==> config.mk <==
export PLATFORM = sky130hd
export DESIGN_NAME = instruction_fetch_unit_flat
export DESIGN_NICKNAME = d
export VERILOG_FILES = /design/src/rtl/instruction_fetch_unit_if.sv /design/src/rtl/instruction_fetch_unit.sv /design/src/flat_wrapper.sv
export SDC_FILE = /design/constraint.sdc
export NUM_CORES = 1
export LEC_CHECK = 0
export CORE_MARGIN = 2
export CORE_UTILIZATION = 60
export CTS_CLUSTER_DIAMETER = 120
export DETAILED_ROUTE_END_ITERATION = 8
export GPL_TIMING_DRIVEN = 0
export HOLD_SLACK_MARGIN = 0.1
export PLACE_DENSITY = 0.85
export RECOVER_POWER = 50
export SLEW_MARGIN = 20
export SYNTH_ARGS = -nofsm -noshare
export SYNTH_HDL_FRONTEND = slang
export SYNTH_SLANG_ARGS = --single-unit
==> constraint.sdc <==
create_clock -name Clk -period 4.59 [get_ports Clk]
set_clock_uncertainty 0.2 [all_clocks]
set_input_delay 0.459 -clock Clk [delete_from_list [all_inputs] [get_ports Clk]]
set_output_delay 0.459 -clock Clk [all_outputs]
set_load 0.005 [all_outputs]
==> src/rtl/instruction_fetch_unit_if.sv <==
// Fetch-unit bus bundle.
//
// Carries both sides of the fetch stage: the instruction-memory request/ack channel and the
// instruction channel toward the core, plus the redirect input from the core.
//
//   master : the fetch unit (drives MemReq/MemAddr and the instruction head).
//   slave  : the environment (instruction memory + core).
//
// Signals:
//   MemReq, MemAddr       fetch request and its byte address
//   MemAck, MemData       memory completes the request this cycle, with the instruction word
//   Redirect, RedirectPC  core requests a new fetch stream starting at RedirectPC
//   InstrValid            queue head holds an instruction
//   Instruction, InstrPC  queue-head instruction and the address it came from
//   InstrReady            core consumes the head this cycle
interface instruction_fetch_unit_if #(
  parameter int unsigned l = 16
) ();

  logic         MemReq;
  logic [l-1:0] MemAddr;
  logic         MemAck;
  logic [l-1:0] MemData;
  logic         Redirect;
  logic [l-1:0] RedirectPC;
  logic         InstrValid;
  logic [l-1:0] Instruction;
  logic [l-1:0] InstrPC;
  logic         InstrReady;

  modport master (
    output MemReq,
    output MemAddr,
    input  MemAck,
    input  MemData,
    input  Redirect,
    input  RedirectPC,
    output InstrValid,
    output Instruction,
    output InstrPC,
    input  InstrReady
  );

  modport slave (
    input  MemReq,
    input  MemAddr,
    output MemAck,
    output MemData,
    output Redirect,
    output RedirectPC,
    input  InstrValid,
    input  Instruction,
    input  InstrPC,
    output InstrReady
  );

endinterface

==> src/rtl/instruction_fetch_unit.sv <==
// Instruction fetch unit.
//
// Fetches instructions from a handshaked, variable-latency instruction memory into a small
// circular prefetch queue and presents one instruction plus its PC per cycle to the core with
// valid/ready flow control. A redirect from the core flushes the queue and throws away the data
// of any fetch already in flight.
//
// Ports:
//   Clk   clock, all state updates on the rising edge
//   RstN  asynchronous active-low reset
//   bus   instruction_fetch_unit_if.master (memory channel, instruction channel, redirect)
//
// Parameters:
//   l        instruction/address width
//   Depth    prefetch queue entries (power of two, >= 2)
//   ResetPC  first fetch address after reset (bit 0 must be 0)
module instruction_fetch_unit #(
  parameter int unsigned  l       = 16,
  parameter int unsigned  Depth   = 4,
  parameter logic [l-1:0] ResetPC = '0
) (
  input logic                      Clk,
  input logic                      RstN,
  instruction_fetch_unit_if.master bus
);

  localparam int unsigned PtrW = (Depth > 1) ? $clog2(Depth) : 1;
  localparam int unsigned CntW = PtrW + 1;
  localparam logic [CntW-1:0] DepthCnt = CntW'(Depth);

  // StWait: outstanding request whose data is kept.
  // StDrop: outstanding request whose data is discarded (a redirect arrived while it was pending).
  typedef enum logic [1:0] {
    StIdle,
    StWait,
    StDrop
  } fetchStateT;

  fetchStateT     stateQ;
  logic           memReqQ;
  logic [l-1:0]   memAddrQ;
  logic [l-1:0]   fetchPcQ;
  logic [CntW-1:0] countQ;
  logic [PtrW-1:0] rdPtrQ;
  logic [PtrW-1:0] wrPtrQ;

  logic [l-1:0] instrMem [Depth];
  logic [l-1:0] pcMem    [Depth];

  logic            instrValid;
  logic            ack;
  logic            push;
  logic            pop;
  logic [CntW-1:0] countAfter;
  logic            canIssue;
  logic [l-1:0]    fetchPcInc;
  logic [l-1:0]    redirectTarget;
  logic            unusedRedirectBit;

  assign instrValid     = (countQ != '0);
  assign ack            = memReqQ & bus.MemAck;
  assign pop            = instrValid & bus.InstrReady;
  // Only a kept fetch pushes, and a redirect in the same cycle wins over the push.
  assign push           = (stateQ == StWait) & ack & ~bus.Redirect;
  assign fetchPcInc     = fetchPcQ + l'(2);
  assign redirectTarget = {bus.RedirectPC[l-1:1], 1'b0};
  assign unusedRedirectBit = bus.RedirectPC[0];

  // Occupancy after this edge's push/pop, ignoring redirect (which overrides it anyway).
  always_comb begin
    countAfter = countQ;
    if (push && !pop) begin
      countAfter = countQ + CntW'(1);
    end else if (pop && !push) begin
      countAfter = countQ - CntW'(1);
    end
  end

  // A new request is issued only when it is guaranteed a queue slot once it completes; with no
  // request left outstanding after this edge, that reduces to the post-edge count.
  assign canIssue = (countAfter < DepthCnt);

  // Queue storage, written only on a kept ack.
  always_ff @(posedge Clk) begin
    if (push) begin
      instrMem[wrPtrQ] <= bus.MemData;
      pcMem[wrPtrQ]    <= memAddrQ;
    end
  end

  // Fetch FSM, request outputs and queue bookkeeping.
  always_ff @(posedge Clk or negedge RstN) begin
    if (!RstN) begin
      stateQ   <= StIdle;
      memReqQ  <= 1'b0;
      memAddrQ <= ResetPC;
      fetchPcQ <= ResetPC;
      countQ   <= '0;
      rdPtrQ   <= '0;
      wrPtrQ   <= '0;
    end else if (bus.Redirect) begin
      countQ   <= '0;
      rdPtrQ   <= '0;
      wrPtrQ   <= '0;
      fetchPcQ <= redirectTarget;
      unique case (stateQ)
        StIdle: begin
          memReqQ  <= 1'b1;
          memAddrQ <= redirectTarget;
          stateQ   <= StWait;
        end
        StWait, StDrop: begin
          if (ack) begin
            memReqQ  <= 1'b1;
            memAddrQ <= redirectTarget;
            stateQ   <= StWait;
          end else begin
            // The pending request cannot be withdrawn: hold it and discard its data later.
            stateQ <= StDrop;
          end
        end
        default: stateQ <= StIdle;
      endcase
    end else begin
      countQ <= countAfter;
      if (push) begin
        wrPtrQ <= wrPtrQ + PtrW'(1);
      end
      if (pop) begin
        rdPtrQ <= rdPtrQ + PtrW'(1);
      end
      unique case (stateQ)
        StIdle: begin
          if (canIssue) begin
            memReqQ  <= 1'b1;
            memAddrQ <= fetchPcQ;
            stateQ   <= StWait;
          end
        end
        StWait: begin
          if (ack) begin
            fetchPcQ <= fetchPcInc;
            if (canIssue) begin
              memAddrQ <= fetchPcInc;
            end else begin
              memReqQ <= 1'b0;
              stateQ  <= StIdle;
            end
          end
        end
        StDrop: begin
          if (ack) begin
            // Stale data discarded; restart at the redirect target held in fetchPcQ.
            memAddrQ <= fetchPcQ;
            stateQ   <= StWait;
          end
        end
        default: stateQ <= StIdle;
      endcase
    end
  end

  assign bus.MemReq      = memReqQ;
  assign bus.MemAddr     = memAddrQ;
  assign bus.InstrValid  = instrValid;
  assign bus.Instruction = instrMem[rdPtrQ];
  assign bus.InstrPC     = pcMem[rdPtrQ];

endmodule

==> src/flat_wrapper.sv <==
// flat-port wrapper written by rule: the top's interface ports become plain ports
module instruction_fetch_unit_flat 
#(
  parameter int unsigned  l       = 16,
  parameter int unsigned  Depth   = 4,
  parameter logic [l-1:0] ResetPC = '0
)
  (Clk, RstN, bus_MemReq, bus_MemAddr, bus_MemAck, bus_MemData, bus_Redirect, bus_RedirectPC, bus_InstrValid, bus_Instruction, bus_InstrPC, bus_InstrReady);
  instruction_fetch_unit_if #(.l(l)) bus_i ();
  input logic Clk;
  input logic RstN;
  output wire logic [$bits(bus_i.MemReq)-1:0] bus_MemReq;
  output wire logic [$bits(bus_i.MemAddr)-1:0] bus_MemAddr;
  input wire logic [$bits(bus_i.MemAck)-1:0] bus_MemAck;
  input wire logic [$bits(bus_i.MemData)-1:0] bus_MemData;
  input wire logic [$bits(bus_i.Redirect)-1:0] bus_Redirect;
  input wire logic [$bits(bus_i.RedirectPC)-1:0] bus_RedirectPC;
  output wire logic [$bits(bus_i.InstrValid)-1:0] bus_InstrValid;
  output wire logic [$bits(bus_i.Instruction)-1:0] bus_Instruction;
  output wire logic [$bits(bus_i.InstrPC)-1:0] bus_InstrPC;
  input wire logic [$bits(bus_i.InstrReady)-1:0] bus_InstrReady;
  assign bus_MemReq = bus_i.MemReq;
  assign bus_MemAddr = bus_i.MemAddr;
  assign bus_i.MemAck = bus_MemAck;
  assign bus_i.MemData = bus_MemData;
  assign bus_i.Redirect = bus_Redirect;
  assign bus_i.RedirectPC = bus_RedirectPC;
  assign bus_InstrValid = bus_i.InstrValid;
  assign bus_Instruction = bus_i.Instruction;
  assign bus_InstrPC = bus_i.InstrPC;
  assign bus_i.InstrReady = bus_InstrReady;
  instruction_fetch_unit #(.l(l), .Depth(Depth), .ResetPC(ResetPC)) u_core (.Clk(Clk), .RstN(RstN), .bus(bus_i));
endmodule
==> flow_summary.ini, run 1 <==
[sta]
min_period_over_period_pct = 77.7
maxSlewHeadroom_pct = -6.58
timing.fmax_ghz = 0.280
tightestPinTransition_ps = 1600
drv_slew = 30
period_needed_ps = 3570
hold_viol_final = 0
rsz0062_at_grt = no
setup_tns_ps = 0
setup_violations = 0

[yosys]
yosys.area.top_type = edfxtp_1
synth_warnings = 0
yosys.cell_types.count = 48
ys_seq_area_share_pct = 66.8
syn_area_per_cell_um2 = 16.6
netlist_area_mm2 = 0.00729
synth-seq-cells = 169
synth_area_leaders = edfxtp_1 53%, dfrtp_1 14%, mux4_2 9.9%
synthCells = 439
synth_top_area_share_pct = 52.7
async_flop_share_pct = 24.3
synth_edf_count = 128
ys.flop_type = edfxtp_1
synth_nets = 488

[placed_design]
place_inst = 676
io_buffers = 85
gp_congestion = 0.895
dpl.hpwl_mm = 9.93

[floorplan]
io_pins = 87
coreArea_mm2 = 0.0120
rows = 40
die_x_um = 114
dieArea_mm2 = 0.0131
die_y_um = 114
start_util_pct = 61.0

[clocking]
cts_buffer_depth = 2
clkLatencyLatePin_ps = 420
cts_tree = done
root_buffer = clkbuf_16
cts_sinks = 169
cts.clk_slew.worst_paths_ps = 60
ctsResizeCount = 0
htree_levels = 4
cts_buffers = 17

[detailed_routing]
drtIter0Drc = 288
vias = 4145
wl_mm = 14.5
drt-vias-per-instance = 5.85
drc = 0
first_pass_iters = 4
postRouteAntennaNets = 0
wl_per_cell_um = 20.4

[critical_path]
path_class = reg2out
worst_setup_path_start_kind = register
critPathArrivalTime_ps = 2910
cp-end-kind = output port
path_max_fanout = 10
required_ps = 3930
worst-r2r-setup-slack_ps = 1540

[global_route]
grt_pass1_vias = 4456
antenna_found_initial = 0
grt_usage_pct = 23.9
grt_overflow = 0
grt_max_degree = 30
grt_pass1_wl_mm = 23.1

[final_layout]
drive_gt1_share_pct = 20.1
fin_cells = 709
nNetsFinal = 598
syn2layout_area_growth_pct = 23.2
diodes = 0

[job]
cap_viol_max_count = 1

[pwr]
cellLeakagePower_nw = 3.09
ir_drop_mv = 0.288
powerDensity_mw_per_mm2 = 560

[outcome]
violations = capacitance limit, slew limit
status = finished, violations left

[worst_hold_path]
hp-class = reg2reg
## timing repair
action | in CTS | in global routing
hold buffers | 1 | 0
setup buffers | 0 | 0
endpoints found under the hold margin | 41 | 0
## metal layers
metal	track usage, %	wire length, µm	vias to the layer above
li1	-	-	1906
met1	30.5	6050	2084
met2	39.7	7430	131
met3	6.03	689	24
met4	9.76	321	0
met5	0	0	-
## worst paths after layout
check / startpoint / end / cells past startpoint
setup / recovery: u_core.rdPtrQ[0]$_DFFE_PN0P_ / bus_InstrPC[13] / 4
hold / removal: u_core.bus.MemAddr[5]$_DFFE_PN0P_ / u_core.pcMem[3][5]$_DFFE_PP_ / 0
setup reg to reg: u_core.countQ[0]$_DFFE_PN0P_ / u_core.bus.MemAddr[3]$_DFFE_PN0P_ / 10
hold reg to reg: u_core.bus.MemAddr[5]$_DFFE_PN0P_ / u_core.pcMem[3][5]$_DFFE_PP_ / 0
max in group asynchronous: RstN / u_core.bus.MemAddr[0]$_DFFE_PN0P_ / 3
min in group asynchronous: RstN / u_core.fetchPcQ[11]$_DFFE_PN0P_ / 2
## worst max-delay path, cell delays in order (launching register included)
cell	delay (ps)
dfrtp_1	320
clkbuf_1	380
clkbuf_1	700
mux4_2	600
clkdlybuf4s50_1	490
## power breakdown
group | leakage, nW | internal (mW) | switching [mW]
registers | 1.64 | 1.92 | 0.173
logic | 1.18 | 0.928 | 0.710
clock network | 0.267 | 0.748 | 0.556
## final cells by class
| cell class | instances | area, µm² |
|---|---|---|
| clock inverter | 7 | 45.0 |
| clock buffer | 25 | 495 |
| tap | 147 | 184 |
| multi-input combinational | 236 | 2260 |
| buffer | 24 | 120 |
| fill | 726 | 2980 |
| sequential | 169 | 4870 |
| timing repair buffer | 91 | 968 |
| inverter | 10 | 37.5 |
## cell usage in the layout, fill, tap and decap left out, types with 2 or more instances in the layout
cell,Yosys,final
nand3_1,15,15
edfxtp_1,128,128
and3_4,2,2
clkbuf_16,0,17
mux2_4,9,9
dlygate4sd3_1,0,35
nor2_1,27,27
clkinv_4,0,2
nand2_1,21,21
mux2_2,24,24
and2_2,0,3
o21ai_0,4,4
buf_2,2,2
buf_16,0,4
xor2_1,15,15
a31oi_1,4,5
xnor2_1,17,17
mux4_2,32,32
a21oi_1,12,12
a311oi_1,3,3
clkdlybuf4s50_1,0,50
nand4_1,8,8
clkinv_2,0,4
nor3_1,6,6
clkbuf_8,0,4
ha_1,12,12
clkbuf_1,16,24
inv_1,9,9
dfrtp_1,41,41
## metrics by stage
stage                     total power, mW  setup slack, ps  util (%)  instance area (µm²)  hold slack [ps]
final                                5.03             1020      75.1                 8980              356
after global routing                 5.26              771      75.1                 8980              396
after CTS                            5.10              921      75.3                 9010              244
after global placement               3.71             1110      69.6                 8330              326
after floorplan                      3.09             2000         -                 7290            -36.6
after detailed placement             3.79             1370      70.7                 8460              173
## cells in the mapped netlist (all sizes together), types with 4 or more instances
master  number
a21oi       12
a31oi        5
and2         4
buf          8
clkbuf      16
dfrtp       41
edfxtp     128
ha          12
inv         10
mux2        33
mux4        32
nand2       22
nand3       15
nand4        8
nor2        27
nor3         6
o21ai        4
xnor2       17
xor2        15
## logic make-up (layout without fill, tap and decap cells)
kind of cell    count (synthesis)  in the layout  share of synthesized area, %
compound gates                 34             34                          3.35
xor+xnor                       32             32                          3.84
fa+ha+maj                      12             12                          2.06
buf+inv                        34            157                          2.16
flops                         169            169                          66.8
mux                            66             66                          15.6
simple gates                   92             92                          6.24
## state kept, by name, summed over array words and instances, names as in the netlist
| name | count |
|---|---|
| u_core.instrMem | 64 |
| u_core.pcMem | 64 |
| u_core.bus.MemAddr | 16 |
| u_core.fetchPcQ | 15 |
| u_core.countQ | 3 |
| u_core.rdPtrQ | 2 |
| u_core.stateQ | 2 |
| u_core.wrPtrQ | 2 |
| u_core.bus.MemReq | 1 |
Power figures use the tool's default switching activity.
==> inputs of run 2 (changes only) <==
CORE_UTILIZATION = 50   (was 60)
PLACE_DENSITY = 0.76   (was 0.85)
clock period = 3 ns   (was 4.59 ns; I/O delays follow)
==> flow_summary.ini, run 2 (synthesis results as in run 1) <==
[sta]
drv_slew = 0
period_needed_ps = 2880
min_period_over_period_pct = 96.1
rsz0062_at_grt = no
tightestPinTransition_ps = 1320
hold_viol_final = 0
timing.fmax_ghz = 0.347
setup_violations = 0
maxSlewHeadroom_pct = 11.9
whs_ps = 297

[pwr]
ir_drop_mv = 0.519
power_mw = 7.66
p_sw_mw = 2.20
power_frac_seq_pct = 42.0
intPower_mw = 5.46
powerDensity_mw_per_mm2 = 848
cellLeakagePower_nw = 3.09
share_comb_of_total_power_pct = 33.1
clockPowerShare_pct = 24.9
p_sw_share_pct = 28.7

[global_route]
grt_usage_pct = 19.1
grt_max_degree = 25
grt_overflow = 0
grt_pass1_vias = 4254
antenna_found_initial = 0
grt_pass1_wl_mm = 22.9

[clocking]
cts_buffers = 17
cts_tree = done
root_buffer = clkbuf_16
cts.clk_slew.worst_paths_ps = 60
htree_levels = 4
clkLatencyLatePin_ps = 410
cts_buffer_depth = 2
cts_sinks = 169

[critical_path]
required_ps = 3100
reg2reg_depth = 10
path_class = reg2reg
crit-reg2reg-launch = u_core.countQ[0]$_DFFE_PN0P_
slowest_delay_ps = 410
crit_path_start = u_core.countQ[0]$_DFFE_PN0P_
critPathArrivalTime_ps = 2980
worst-r2r-setup-slack_ps = 120
cp_slowest_cell = mux2_2
worst_setup_path_start_kind = register
crit_chain = inv_1 > ha_1 > nor2b_2 > inv_2 > nand2_2 > a31oi_2 > mux2_2 > o32ai_4 > buf_4 > mux2_2
cp-end-kind = register
path_max_fanout = 5
reg2reg_to = u_core.bus.MemAddr[10]$_DFFE_PN0P_
crit_top_cell = mux2_2

[floorplan]
die_x_um = 125
start_util_pct = 50.8
io_pins = 87
die_y_um = 125
coreArea_mm2 = 0.0144
rows = 44
dieArea_mm2 = 0.0156

[final_layout]
layout_commonest_cell = edfxtp_1
drive_gt1_share_pct = 20.9
n_fill_cell = 1061
diodes = 0
syn2layout_area_growth_pct = 23.9
mostFrequentLayoutCells = 128 x edfxtp_1, 50 x clkdlybuf4s50_1, 41 x dfrtp_1
fin_util_pct = 62.9
nNetsFinal = 600

[detailed_routing]
drt-vias-per-instance = 5.54
drtIter0Drc = 378
wl_per_cell_um = 19.1
postRouteAntennaNets = 0
first_pass_iters = 4
drc = 0
vias = 4146
wl_mm = 14.3

[placed_design]
gp_congestion = 0.875
io_buffers = 85
dpl.hpwl_mm = 9.77

[worst_hold_path]
hold_end = u_core.fetchPcQ[9]$_DFFE_PN0P_
hold_depth = 3
hp-start = bus_RedirectPC[9]
hp-class = in2reg

[outcome]
status = completed

[job]
cap_viol_max_count = 0
-- run 2: cell count changes in the layout (fill, tap and decap cells not counted), sizes merged --
cell	change
buf	+4
clkbuf	-7
clkinv	+2
clkinvlp	+1
inv	+2
-- run 2: worst max-delay path: cells and delay by family (launching register included) --
family	cells	cell delay, ps
buffers and inverters	3	390
muxes	2	740
and+or+nand+nor	2	310
adders and majority gates	1	230
DFF	1	380
AOI/OAI and AO/OA	2	530
-- run 2: metrics by stage --
stage	setup TNS (ps)	worst slack, ps	std cells	cell area (µm²)
floorplan	0	405	439	7290
global placement	-44570	-351	708	8370
detailed placement	-258	-45.3	713	8500
CTS	0	0.381	745	9030
global route	0	0.0500	748	9030
finish	0	117	748	9030
-- run 2: timing repair --
| item | 4_1_cts | 5_1_grt |
|---|---|---|
| buffers inserted | 0 | 3 |
| endpoints found under the hold margin | 38 | 0 |
| gates resized for setup | 7 | 5 |
| hold buffers | 1 | 0 |
| pin swaps | 0 | 1 |
| setup endpoints to repair | 28 | 27 |
-- run 2: final cells by class --
| class | instances | area [µm²] | area share, % |
|---|---|---|---|
| Inverter | 10 | 37.5 | 0.416 |
| Buffer | 23 | 129 | 1.43 |
| Multi-Input combinational cell | 236 | 2270 | 25.1 |
| Tap cell | 184 | 230 | 2.55 |
| Clock buffer | 20 | 437 | 4.83 |
| Clock inverter | 12 | 77.6 | 0.859 |
| Timing Repair Buffer | 94 | 983 | 10.9 |
| Sequential cell | 169 | 4870 | 53.9 |
-- run 2: worst max path at each step --
stage / end / cells after the start
finish: u_core.bus.MemAddr[10]$_DFFE_PN0P_ / 10
global route: u_core.bus.MemAddr[11]$_DFFE_PN0P_ / 10
CTS: bus_InstrPC[6] / 4
detailed placement: bus_InstrPC[6] / 4
global placement: u_core.instrMem[3][2]$_DFFE_PP_ / 4
floorplan: u_core.bus.MemAddr[13]$_DFFE_PN0P_ / 10
-- run 2: power groups by stage --
stage	logic (mW)	clock network, mW	registers, mW
after floorplan	1.56	0	3.16
after global placement	2.48	0	3.22
after detailed placement	2.56	0	3.25
after CTS	2.57	1.94	3.22
after global routing	2.73	2.05	3.26
final	2.54	1.91	3.21
-- run 2: metal layers --
layer / wire (µm) / global-route usage (%)
met1: 6220 / 25.3
met2: 7300 / 32.1
met3: 638 / 4.60
met4: 93 / 4.30
met5: 0 / 0
